File: src/rtl/operand_fetch.sv
// operand_fetch: operand fetch stage in front of the micro_mips register file.
// Accepts one instruction at a time, reads rs/rt through the single register
// file port (shared with writebacks), and presents a decoded operand bundle.
// Optional feature macro: OPF_WB_BYPASS_EN -- when defined, writebacks that
// land during CAPTURE or VALID are forwarded into the matching op_a/op_b.
module operand_fetch #(
    parameter int unsigned STARVE_LIMIT = 4
) (
    input  logic        clk,
    input  logic        res,
    input  logic        instr_valid,
    input  logic [31:0] instr,
    output logic        instr_ready,
    input  logic        wb_valid,
    input  logic [4:0]  wb_addr,
    input  logic [31:0] wb_data,
    output logic        wb_ready,
    output logic [4:0]  rf_a1,
    output logic [4:0]  rf_a2,
    output logic [4:0]  rf_a3,
    output logic [31:0] rf_wd3,
    output logic        rf_we,
    input  logic [31:0] rf_rd1,
    input  logic [31:0] rf_rd2,
    output logic        op_valid,
    input  logic        op_ready,
    output logic [31:0] op_a,
    output logic [31:0] op_b,
    output logic [31:0] op_imm,
    output logic [4:0]  op_dst,
    output logic [5:0]  op_opcode,
    output logic [5:0]  op_funct
);

    localparam logic [1:0] S_IDLE    = 2'd0;
    localparam logic [1:0] S_READ    = 2'd1;
    localparam logic [1:0] S_CAPTURE = 2'd2;
    localparam logic [1:0] S_VALID   = 2'd3;

    localparam logic [3:0] STARVE_MAX = 4'(STARVE_LIMIT);

    localparam logic [5:0] OPC_RTYPE = 6'h00;
    localparam logic [5:0] OPC_ANDI  = 6'h0C;
    localparam logic [5:0] OPC_ORI   = 6'h0D;
    localparam logic [5:0] OPC_XORI  = 6'h0E;

    // Logical immediates are zero-extended, everything else sign-extended.
    function automatic logic [31:0] ext_imm(input logic [5:0] opcode, input logic [15:0] imm16);
        logic [31:0] v;
        case (opcode)
            OPC_ANDI, OPC_ORI, OPC_XORI: v = {16'h0000, imm16};
            default:                     v = {{16{imm16[15]}}, imm16};
        endcase
        return v;
    endfunction

    // R-type writes rd, every other format writes rt.
    function automatic logic [4:0] sel_dst(input logic [5:0] opcode, input logic [15:0] lo16,
                                           input logic [4:0] rt);
        logic [4:0] d;
        if (opcode == OPC_RTYPE) begin
            d = lo16[15:11];
        end else begin
            d = rt;
        end
        return d;
    endfunction

    logic [1:0]  r_state;
    logic [3:0]  r_starve;
    logic [5:0]  r_opcode;
    logic [15:0] r_lo16;
    logic [4:0]  r_rf_a1;
    logic [4:0]  r_rf_a2;
    logic        r_op_valid;
    logic [31:0] r_op_a;
    logic [31:0] r_op_b;
    logic [31:0] r_op_imm;
    logic [4:0]  r_op_dst;
    logic [5:0]  r_op_opcode;
    logic [5:0]  r_op_funct;

    logic [1:0]  w_next_state;
    logic [3:0]  w_starve_next;
    logic        w_read_wins;
    logic        w_instr_ready;
    logic        w_instr_fire;
    logic        w_wb_ready;
    logic        w_wb_fire;
    logic        w_wb_write;
    logic [31:0] w_cap_a;
    logic [31:0] w_cap_b;
    logic        w_hit_a;
    logic        w_hit_b;

    // Handshake qualifiers; nothing is accepted while reset is asserted.
    assign w_instr_ready = (r_state == S_IDLE) && !res;
    assign w_instr_fire  = instr_valid && w_instr_ready;
    assign w_wb_ready    = !res && !w_read_wins;
    assign w_wb_fire     = wb_valid && w_wb_ready;
    assign w_wb_write    = w_wb_fire && (wb_addr != 5'd0);

    // Next-state and starvation arbitration between the pending read and writebacks.
    always_comb begin
        w_next_state  = r_state;
        w_starve_next = r_starve;
        w_read_wins   = 1'b0;
        case (r_state)
            S_IDLE: begin
                if (w_instr_fire) begin
                    w_next_state = S_READ;
                end else begin
                    w_next_state = S_IDLE;
                end
            end
            S_READ: begin
                if (!wb_valid) begin
                    w_next_state  = S_CAPTURE;
                    w_starve_next = 4'd0;
                end else if (r_starve >= STARVE_MAX) begin
                    w_read_wins   = 1'b1;
                    w_starve_next = 4'd0;
                    w_next_state  = S_CAPTURE;
                end else begin
                    w_starve_next = r_starve + 4'd1;
                    w_next_state  = S_READ;
                end
            end
            S_CAPTURE: begin
                w_next_state = S_VALID;
            end
            S_VALID: begin
                if (op_ready) begin
                    w_next_state = S_IDLE;
                end else begin
                    w_next_state = S_VALID;
                end
            end
            default: begin
                w_next_state  = S_IDLE;
                w_starve_next = 4'd0;
            end
        endcase
    end

    // Operand selection: $0 reads as zero, optional forwarding of a same-cycle writeback.
    always_comb begin
        w_cap_a = (r_rf_a1 == 5'd0) ? 32'd0 : rf_rd1;
        w_cap_b = (r_rf_a2 == 5'd0) ? 32'd0 : rf_rd2;
`ifdef OPF_WB_BYPASS_EN
        w_hit_a = w_wb_write && (wb_addr == r_rf_a1);
        w_hit_b = w_wb_write && (wb_addr == r_rf_a2);
`else
        w_hit_a = 1'b0;
        w_hit_b = 1'b0;
`endif
    end

    // State and starvation counter registers.
    always_ff @(posedge clk or posedge res) begin
        if (res) begin
            r_state  <= S_IDLE;
            r_starve <= 4'd0;
        end else begin
            r_state  <= w_next_state;
            r_starve <= w_starve_next;
        end
    end

    // Instruction latch, read addresses and the operand bundle.
    always_ff @(posedge clk or posedge res) begin
        if (res) begin
            r_opcode    <= 6'd0;
            r_lo16      <= 16'd0;
            r_rf_a1     <= 5'd0;
            r_rf_a2     <= 5'd0;
            r_op_valid  <= 1'b0;
            r_op_a      <= 32'd0;
            r_op_b      <= 32'd0;
            r_op_imm    <= 32'd0;
            r_op_dst    <= 5'd0;
            r_op_opcode <= 6'd0;
            r_op_funct  <= 6'd0;
        end else begin
            case (r_state)
                S_IDLE: begin
                    if (w_instr_fire) begin
                        r_opcode <= instr[31:26];
                        r_lo16   <= instr[15:0];
                        r_rf_a1  <= instr[25:21];
                        r_rf_a2  <= instr[20:16];
                    end
                end
                S_CAPTURE: begin
                    r_op_a      <= w_hit_a ? wb_data : w_cap_a;
                    r_op_b      <= w_hit_b ? wb_data : w_cap_b;
                    r_op_imm    <= ext_imm(r_opcode, r_lo16);
                    r_op_dst    <= sel_dst(r_opcode, r_lo16, r_rf_a2);
                    r_op_opcode <= r_opcode;
                    r_op_funct  <= r_lo16[5:0];
                    r_op_valid  <= 1'b1;
                end
                S_VALID: begin
                    if (op_ready) begin
                        r_op_valid <= 1'b0;
                    end
                    if (w_hit_a) begin
                        r_op_a <= wb_data;
                    end
                    if (w_hit_b) begin
                        r_op_b <= wb_data;
                    end
                end
                default: begin
                end
            endcase
        end
    end

    assign instr_ready = w_instr_ready;
    assign wb_ready    = w_wb_ready;
    assign rf_we       = w_wb_write;
    assign rf_a3       = w_wb_write ? wb_addr : 5'd0;
    assign rf_wd3      = w_wb_write ? wb_data : 32'd0;
    assign rf_a1       = r_rf_a1;
    assign rf_a2       = r_rf_a2;
    assign op_valid    = r_op_valid;
    assign op_a        = r_op_a;
    assign op_b        = r_op_b;
    assign op_imm      = r_op_imm;
    assign op_dst      = r_op_dst;
    assign op_opcode   = r_op_opcode;
    assign op_funct    = r_op_funct;

endmodule

File: config.mk
export PLATFORM = sky130hd
export DESIGN_NAME = operand_fetch
export DESIGN_NICKNAME = d
export VERILOG_FILES = /design/src/rtl/operand_fetch.sv
export SDC_FILE = /design/constraint.sdc
export NUM_CORES = 1
export LEC_CHECK = 0
export CAP_MARGIN = 40
export CORE_MARGIN = 1
export CORE_UTILIZATION = 35
export CTS_BUF_LIST = sky130_fd_sc_hd__clkbuf_4
export CTS_CLUSTER_SIZE = 25
export DETAILED_ROUTE_END_ITERATION = 16
export PLACE_DENSITY = 0.73
export RECOVER_POWER = 50
export SETUP_SLACK_MARGIN = 0.02
export SLEW_MARGIN = 20
export SYNTH_ARGS = -nofsm -noshare
export SYNTH_HDL_FRONTEND = slang
export SYNTH_SLANG_ARGS = --single-unit
File: constraint.sdc
create_clock -name clk -period 8.9 [get_ports clk]
set_input_delay 1.78 -clock clk [delete_from_list [all_inputs] [get_ports clk]]
set_output_delay 1.78 -clock clk [all_outputs]
set_load 0.02 [all_outputs]
==> impl_metrics.tcl <==
set metrics [dict create \
    status "finished, violations left" \
    violations "max-capacitance violations, max-slew violations" \
    layout.nets 993 \
    grt_pass1_wl_um 25500 \
    pre_cts_ws_ps 3010 \
    design_area_mm2 0.00895 \
    vias_per_cell 4.62 \
    root_buffer "clkbuf_4" \
    required_ps 7120 \
    synth_edf_count 0 \
    cts_tree "built" \
    rsz0062_at_grt "false" \
    max_freq_ghz 0.169 \
    peakVddDrop_v 0.000186 \
    cp.arrival_ps 4150 \
    grt-ovfl-total 0 \
    fin_ws_ps 2970 \
    hold_class "flip-flop to flip-flop" \
    area.growth.synth_to_final_pct 57.2 \
    placed_area_mm2 0.00878 \
    tightest_slew_ps 2400 \
    grt_pass1_vias 4807 \
    syn_avg_cell_area_um2 9.75 \
    final-hold-violation-count 0 \
    row_count 46 \
    postLayoutCoreUtil 0.563 \
    insertion_delay_ps 540 \
    grt.total_usage 0.200 \
    setup_viol 0 \
    vias 5017 \
    core_mm2 0.0159 \
    internal_power_mw 1.71 \
    totalWireLength_um 16600 \
    report.final.slew_viol_count 123 \
    dieArea_mm2 0.0168 \
    grt_max_degree 60 \
    ant_nets 0 \
    cp_max_fo 59 \
    synth_cell_types 35 \
    first_pass_iters 4 \
    fillCellCount 1440 \
    synth_seq_area_share 0.576 \
    io_buffers 301 \
    start_util 0.358 \
    synthesis.instances 584 \
    cts.path.max_buffers 2 \
    chipHeight_um 130 \
    wire_per_inst_um 15.3 \
    syn-cell-area_mm2 0.00569 \
    maxSlewHeadroom -0.599 \
    path_clk_slew_ps 110 \
    cts_setup_buffers 0 \
    cts_buffers 17 \
    maxCapViolCount 3 \
    synth-seq-cells 131 \
    worstSetupStartpointType "input pin" \
    drc 0 \
    cts_resized 0 \
    crit_type "input pin to output pin" \
    drive_gt1_frac 0.0807 \
    pwr-share-seq 0.359 \
    yosysWarnings 0 \
    clkPwrFrac 0.122 \
    cts_hold_buf 0 \
    gp_congestion 0.727 \
    die_width_um 130 \
    synth-async-reset-ratio 1.00 \
    end_kind "output pin" \
    cts.sinks 131 \
    tns_ps 0 \
    ioPinCount 302 \
    drt-initial-drc-count 219 \
    p_leak_nw 3.79 \
    fin_skew_ps 12.7 \
    fin_crit_ps 5930 \
    switching_share 0.408 \
    finalCritPeriodShare 0.666 \
    syn_nets 723 \
    combPwrFrac 0.518 \
    power_density_mw_per_mm2 322 \
    switchingPower_mw 1.18 \
    h-tree-depth 4 \
    antenna_found_initial 2 \
    synthFlopType "dfrtp_1" \
    hpwl_um 12100 \
]
flip-flops by register name, summed over array words and instances (netlist names):
signal and flops:
op_opcode 6, r_opcode 6, op_b 32, rf_a1 5, op_valid 1, rf_a2 5, op_dst 5, r_state 2
op_a 32, r_starve 4, op_imm 17, r_lo16 16
power by group through the flow:
stage,clock network (mW),registers (mW),logic (mW)
after CTS,0.367,1.04,1.54
after floorplan,0,1.29,0.594
final,0.352,1.04,1.50
after detailed placement,0,1.06,1.54
after global routing,0.394,1.08,1.62
after global placement,0,1.05,1.49
path summary, 6_finish.rpt:
check                           slack (ps)  startpoint  cells after the start      endpoint
worst max-delay path                  2970         res                      6    rf_wd3[25]
worst min-delay path                   460   r_lo16[8]                      2     op_imm[8]
worst max register to register        3690  r_state[1]                      5    op_imm[30]
worst min register to register         460   r_lo16[8]                      2     op_imm[8]
max in group asynchronous             4690         res                      3  op_opcode[0]
min in group asynchronous             1810         res                      2   r_starve[0]
per-layer routing:
layer,GRT usage,share of wire,up-vias,routed length (um)
met4,0.0800,0.021,0,343
met5,0,0,-,0
met2,0.339,0.50,165,8240
met3,0.0599,0.071,29,1180
li1,-,-,2454,-
met1,0.239,0.41,2369,6880
metrics by stage:
stage          cells  hold WS [ps]  power, mW
3_5_place_dp    1050           450       2.60
2_1_floorplan    584           432       1.88
5_1_grt         1085           490       3.09
3_3_place_gp    1045           443       2.54
6_report        1085           460       2.88
4_1_cts         1082           470       2.95
final cells by class:
type                    instances  area, um2  share of cell area
diodes                          2       5.00            0.000559
clock buffers                  20        150              0.0168
clock inverters                12       91.3              0.0102
inverters                       7       31.3             0.00350
multi-input cells             386       2020               0.226
flip-flops and latches        131       3280               0.366
well taps                     216        270              0.0302
repair buffers                311       3100               0.346
Yosys cell counts (2+ instances only):
| cell type | count | area share |
|---|---|---|
| clkbuf_1 | 8 | 0.0053 |
| nor2b_1 | 2 | 0.0022 |
| or4_1 | 4 | 0.0053 |
| mux2_1 | 2 | 0.0040 |
| inv_1 | 7 | 0.0046 |
| nor2_2 | 2 | 0.0022 |
| a31oi_1 | 2 | 0.0022 |
| nand3_1 | 2 | 0.0018 |
| o211ai_2 | 5 | 0.011 |
| buf_2 | 17 | 0.015 |
| clkbuf_2 | 6 | 0.0053 |
| buf_4 | 24 | 0.032 |
| nand2_1 | 210 | 0.14 |
| o21ai_1 | 9 | 0.0079 |
| mux2_2 | 30 | 0.059 |
| nor3b_1 | 32 | 0.042 |
| nor2_1 | 8 | 0.0053 |
| o211ai_1 | 6 | 0.0079 |
| dfrtp_1 | 131 | 0.58 |
| and2_1 | 2 | 0.0022 |
| o21ai_0 | 57 | 0.050 |
| buf_1 | 5 | 0.0033 |
critical path, cell delays in order:
cell             delay [ps]
dlygate4sd3_1           620
inv_6                   410
o211ai_1                150
buf_4                   290
nor3b_1                 240
clkdlybuf4s50_1         650
cell families (layout without fill, tap and decap cells):
logic type	after synthesis	after routing	synth area share
fa+ha+maj	1	1	0.00220
simple gates	270	270	0.209
compound gates	83	83	0.0842
buf+inv	67	350	0.0651
other cells	0	2	0
mux	32	32	0.0633
flops	131	131	0.576
layout by cell type, fill, tap and decap left out, types with 3 or more instances in the layout:
cell type	synthesis	layout
clkinv_1	0	4
clkinv_2	0	3
clkbuf_1	8	5
dlygate4sd3_1	0	26
clkinvlp_4	0	3
clkdlybuf4s50_1	0	275
mux2_2	30	30
clkbuf_4	0	20
dfrtp_1	131	131
nor3b_1	32	32
o21ai_0	57	66
o211ai_1	6	11
inv_1	7	6
or4_1	4	4
nor2_1	8	8
nand2_1	210	210
Power figures use the tool's default switching activity.
